**src/rtl/ksa_share_arbiter.sv**
```systemverilog
// Round-robin share of one external W-bit adder among NREQ requesters,
// with carry-chained multi-word beats and a one-entry result register.
//
// Ports:
//   clk, rst_n          clock, synchronous active-low reset
//   req_valid/req_ready per-requester beat handshake (ready one-hot or 0)
//   req_x/req_y         packed operands, requester i at [i*W +: W]
//   req_last            beat closes its chain
//   add_x/add_y/add_cin drive the external adder
//   add_s               adder result, add_s[W] is carry-out
//   rsp_valid/rsp_ready result handshake
//   rsp_id/rsp_sum      result owner and sum word
//   rsp_cout/rsp_last   beat carry-out and last flag
//   busy                chain locked or result pending
module ksa_share_arbiter #(
  parameter int NREQ = 4,
  parameter int W    = 16,
  parameter int IDW  = 2
) (
  input  logic              clk,
  input  logic              rst_n,
  input  logic [NREQ-1:0]   req_valid,
  output logic [NREQ-1:0]   req_ready,
  input  logic [NREQ*W-1:0] req_x,
  input  logic [NREQ*W-1:0] req_y,
  input  logic [NREQ-1:0]   req_last,
  output logic [W-1:0]      add_x,
  output logic [W-1:0]      add_y,
  output logic              add_cin,
  input  logic [W:0]        add_s,
  output logic              rsp_valid,
  input  logic              rsp_ready,
  output logic [IDW-1:0]    rsp_id,
  output logic [W-1:0]      rsp_sum,
  output logic              rsp_cout,
  output logic              rsp_last,
  output logic              busy
);

  typedef enum logic {
    IDLE = 1'b0,
    LOCK = 1'b1
  } state_t;

  state_t         r_state;
  state_t         w_state_nxt;
  logic [IDW-1:0] r_owner;
  logic [IDW-1:0] r_rr;
  logic           r_carry;

  logic           r_rsp_valid;
  logic [IDW-1:0] r_rsp_id;
  logic [W-1:0]   r_rsp_sum;
  logic           r_rsp_cout;
  logic           r_rsp_last;

  logic           w_hit;
  logic [IDW-1:0] w_gnt;
  logic [IDW-1:0] w_idx;
  logic [IDW-1:0] w_sel;
  logic           w_slot_free;
  logic           w_acc;
  logic           w_last;
  logic [IDW-1:0] w_rr_nxt;
  logic [NREQ-1:0] w_ready;
  logic [W-1:0]   w_x;
  logic [W-1:0]   w_y;

  assign w_slot_free = !r_rsp_valid | rsp_ready;

  // Grant search: cyclic from rr in IDLE, owner only in LOCK.
  always_comb begin
    w_hit = 1'b0;
    w_gnt = '0;
    w_idx = '0;
    if (r_state == LOCK) begin
      w_gnt = r_owner;
      w_hit = req_valid[r_owner];
    end else begin
      for (int k = 0; k < NREQ; k++) begin
        w_idx = IDW'((int'(r_rr) + k) % NREQ);
        if (!w_hit && req_valid[w_idx]) begin
          w_hit = 1'b1;
          w_gnt = w_idx;
        end
      end
    end
  end

  assign w_acc  = w_hit & w_slot_free;
  assign w_sel  = w_hit ? w_gnt : '0;
  assign w_last = req_last[w_sel];

  assign w_rr_nxt = (w_gnt == IDW'(NREQ - 1)) ? '0 : w_gnt + 1'b1;

  always_comb begin
    w_ready = '0;
    if (w_acc) w_ready[w_gnt] = 1'b1;
  end

  always_comb begin
    w_x = req_x[W-1:0];
    w_y = req_y[W-1:0];
    for (int i = 0; i < NREQ; i++) begin
      if (w_sel == IDW'(i)) begin
        w_x = req_x[i*W +: W];
        w_y = req_y[i*W +: W];
      end
    end
  end

  assign add_x   = w_x;
  assign add_y   = w_y;
  // First beats always start from zero carry.
  assign add_cin = (r_state == LOCK) & w_hit & r_carry;

  always_comb begin
    w_state_nxt = r_state;
    unique case (r_state)
      IDLE: if (w_acc && !w_last) w_state_nxt = LOCK;
      LOCK: if (w_acc && w_last)  w_state_nxt = IDLE;
      default: w_state_nxt = IDLE;
    endcase
  end

  always_ff @(posedge clk) begin
    if (!rst_n) begin
      r_state     <= IDLE;
      r_owner     <= '0;
      r_rr        <= '0;
      r_carry     <= 1'b0;
      r_rsp_valid <= 1'b0;
      r_rsp_id    <= '0;
      r_rsp_sum   <= '0;
      r_rsp_cout  <= 1'b0;
      r_rsp_last  <= 1'b0;
    end else begin
      r_state <= w_state_nxt;
      if (w_acc) begin
        r_rsp_valid <= 1'b1;
        r_rsp_id    <= w_gnt;
        r_rsp_sum   <= add_s[W-1:0];
        r_rsp_cout  <= add_s[W];
        r_rsp_last  <= w_last;
        r_carry     <= add_s[W];
        if (r_state == IDLE) r_owner <= w_gnt;
        if (w_last) r_rr <= w_rr_nxt;
      end else if (rsp_ready) begin
        r_rsp_valid <= 1'b0;
      end
    end
  end

  assign req_ready = w_ready;
  assign rsp_valid = r_rsp_valid;
  assign rsp_id    = r_rsp_id;
  assign rsp_sum   = r_rsp_sum;
  assign rsp_cout  = r_rsp_cout;
  assign rsp_last  = r_rsp_last;
  assign busy      = (r_state == LOCK) | r_rsp_valid;

endmodule

```
**config.mk**
```make
export PLATFORM = sky130hd
export DESIGN_NAME = ksa_share_arbiter
export DESIGN_NICKNAME = d
export VERILOG_FILES = /design/src/rtl/ksa_share_arbiter.sv
export SDC_FILE = /design/constraint.sdc
export NUM_CORES = 1
export LEC_CHECK = 0
export ABC_AREA = 1
export CORE_MARGIN = 2
export CORE_UTILIZATION = 34
export CTS_BUF_LIST = sky130_fd_sc_hd__clkbuf_4
export DETAILED_ROUTE_END_ITERATION = 7
export GPL_TIMING_DRIVEN = 0
export PLACE_DENSITY = 0.82
export SLEW_MARGIN = 0
export SYNTH_ARGS = -nofsm -noshare
export SYNTH_HDL_FRONTEND = slang
export SYNTH_SLANG_ARGS = --single-unit
```
**constraint.sdc**
```tcl
create_clock -name clk -period 2.3 [get_ports clk]
set_input_delay 0.345 -clock clk [delete_from_list [all_inputs] [get_ports clk]]
set_output_delay 0.345 -clock clk [all_outputs]
set_load 0.01 [all_outputs]
```
==> impl_metrics.env <==
export IMPL_outcome="complete, but fails checks"
export IMPL_violations="negative setup slack"
export IMPL_fp_row_count=31
export IMPL_totalWireLength_um=13300
export IMPL_grt_max_degree=18
export IMPL_clock_sinks=26
export IMPL_io_pins=215
export IMPL_arrival_ps=2520
export IMPL_track_usage=0.281
export IMPL_syn_nets=667
export IMPL_fp_dieArea_um2=8420
export IMPL_netlist_area_um2=2620
export IMPL_cts_tree="built"
export IMPL_dp_hpwl_um=9150
export IMPL_synth_area_leaders="nand2_1 (32%), dfxtp_1 (20%), nand3_1 (15%), nor2_1 (10%), a21oi_1 (4.8%)"
export IMPL_pwr_share_comb=0.899
export IMPL_cts_reportedPaths_clkPinSlew_ps=150
export IMPL_rr_endpoint="r_state"
export IMPL_setup_viol=37
export IMPL_cp_max_fo=7
export IMPL_dr_pass1_iters=5
export IMPL_min_to="rsp_sum[15]"
export IMPL_vias_per_cell=5.03
export IMPL_post_route_period_util=1.25
export IMPL_clk_root_buffer_cell="clkbuf_4"
export IMPL_clk_latency_ps=340
export IMPL_layout_nets=924
export IMPL_overflow=0
export IMPL_start_util=0.355
export IMPL_antenna_found_initial=1
export IMPL_gp_congestion=0.903
export IMPL_die_h_um=91.7
export IMPL_crit_path_start_kind="register"
export IMPL_endpoint_kind="primary output"
export IMPL_max_slew_margin=0.700
export IMPL_worstPathRequired_ps=1960
export IMPL_r2r_start="r_rr[0]"
export IMPL_internal_power_mw=4.25
export IMPL_worst_pin_slew_ps=449
export IMPL_fin_ws_ps=-565
export IMPL_period_needed_ps=2860
export IMPL_synth_warning_count=0
export IMPL_die_w_um=91.7
export IMPL_critPathKind="register to primary output"
export IMPL_clock_skew_ps=18.5
export IMPL_pre_cts_ws_ps=-1080
export IMPL_maxSlewViolCount=0
export IMPL_drv_cap=0
export IMPL_ys_ff_latch=26
export IMPL_p_clk_frac=0.023
export IMPL_core_region_area_um2=7370
export IMPL_p_per_area_nw_per_um2=1560
export IMPL_remaining_drc_errors=0
export IMPL_power_mw=8.80
export IMPL_hold_violations=0
export IMPL_worstHoldStart="rsp_sum[15]"
export IMPL_drt_iter0_markers=212
export IMPL_p_sw_frac=0.518
export IMPL_wl_per_cell_um=15.5
export IMPL_p_leak_nw=2.74
export IMPL_utilization=0.766
export IMPL_area_delta_synth_final_pct=116
export IMPL_r2r_setup_slack_ps=50
export IMPL_switchingPower_mw=4.56
export IMPL_port_buffers=214
export IMPL_cts_buffer_depth=2
export IMPL_power_frac_seq=0.077
export IMPL_grt_pass1_vias=4187
export IMPL_synth_seq_area_share=0.199
export IMPL_htreeDepth=1
export IMPL_cts_buffers=3
export IMPL_hold_depth=2
export IMPL_rsz0062_at_grt="true"
export IMPL_reg2reg_depth=15
export IMPL_synth_largest_area_cell="nand2_1"
export IMPL_ctsHoldBuffers=0
export IMPL_final_antenna_net_count=0
export IMPL_ir_drop_mv=0.718
export IMPL_holdWs_ps=476
export IMPL_grt_pass1_wl_um=19600
export IMPL_synth_top_area_share=0.317
export IMPL_drive_above_1_share=0.240
export IMPL_hold_path_class="register to register"
export IMPL_vias=4337
export IMPL_yosysUniqueCellTypes=24
export IMPL_max_freq_ghz=0.349
export IMPL_avgSynthCellArea_um2=5.16
export IMPL_synth_cells=507
## how the worst max path moves through the flow
stage	from	endpoint	cells past startpoint
after floorplan	r_rr[0]	req_ready[0]	15
after global placement	req_valid[1]	req_ready[1]	17
after detailed placement	req_valid[1]	req_ready[1]	17
after CTS	r_rr[0]	add_x[6]	18
after global routing	r_rr[0]	add_y[8]	18
final	r_rr[0]	add_y[11]	17
## state kept, by name, indices dropped and copies added (netlist names)
name       flops
rsp_id         2
r_state        1
rsp_last       1
r_owner        2
rsp_sum       16
rsp_cout       1
rsp_valid      1
r_rr           2
## cell families after synthesis
family                   after synthesis  share of synthesized area
AO/OA/AOI/OAI                         30                     0.0598
adder cells (fa/ha/maj)                4                     0.0191
buffers and inverters                 55                     0.0961
flip-flops                            26                      0.199
AND/OR/NAND/NOR                      392                      0.626
## metrics by stage
step | area, um^2 | cells | setup TNS (ps)
final | 5650 | 863 | -17580
after global routing | 5650 | 863 | -23430
after CTS | 5380 | 854 | -16940
after detailed placement | 4880 | 820 | -39220
after global placement | 4880 | 820 | -35790
after floorplan | 2620 | 507 | 0
## metal layers
| layer | share of wire | GRT usage | vias to the layer above |
|---|---|---|---|
| met5 | 0 | 0 | - |
| met4 | 0.036 | 0.0896 | 0 |
| met3 | 0.090 | 0.0690 | 38 |
| met2 | 0.50 | 0.537 | 224 |
| met1 | 0.37 | 0.300 | 1957 |
| li1 | - | - | 2118 |
## critical path, cell delays in order (launching register included)
cell and delay, ps:
dfxtp_4 420, buf_6 150, nand2_1 80, nand2_1 70
nand2_1 60, nand2_2 110, nand4_1 120, nand3_2 100
nand2_2 70, nand2_4 140, clkinv_8 100, nor2_4 150
buf_6 150, buf_6 130, nor2_1 50, nand2_1 70
nand2_1 60, buf_2 130
## synth_stat cells, drive strengths merged
library cell  number
dfxtp             26
and3               1
ha                 4
inv               27
nand3             79
nand2            230
nor2              77
a2bb2oi            1
o21ai              3
or2                1
a21oi             25
nand4              3
clkinv             1
clkbuf             1
nor3               1
buf               26
o211ai             1
## power by group through the flow
| stage | clock, mW | sequential (mW) | combinational (mW) |
|---|---|---|---|
| floorplan | 0 | 0.703 | 3.64 |
| global placement | 0 | 0.664 | 6.48 |
| detailed placement | 0 | 0.670 | 6.58 |
| CTS | 0.207 | 0.664 | 7.24 |
| global route | 0.228 | 0.693 | 8.64 |
| finish | 0.206 | 0.680 | 7.92 |
## placed cells by master, fill, tap and decap left out, drive strengths merged, types with 3 or more instances in the layout
| cell type | n |
|---|---|
| nand2 | 230 |
| clkdlybuf4s50 | 173 |
| buf | 92 |
| nand3 | 79 |
| nor2 | 78 |
| dfxtp | 26 |
| inv | 26 |
| a21oi | 25 |
| clkbuf | 12 |
| ha | 4 |
| dlygate4sd2 | 4 |
| nand4 | 3 |
| o21ai | 3 |
| clkinv | 3 |
## timing repair
| item | 4_1_cts | 5_1_grt |
|---|---|---|
| buffers inserted | 24 | 7 |
| pin swaps | 10 | 46 |
| gates cloned | 7 | 2 |
| gates resized for setup | 208 | 103 |
| setup endpoints to repair | 37 | 61 |
## final cells by class
cell class	count	area, um^2
repair buffers	253	2400
multi-input cells	427	2150
fillers	580	1720
flip-flops and latches	26	528
plain buffers	25	275
inverters	28	140
well taps	99	124
clock buffers	3	22.5
clock inverters	1	3.75
diodes	1	2.50
No activity file was read; power rests on OpenSTA's default activity.
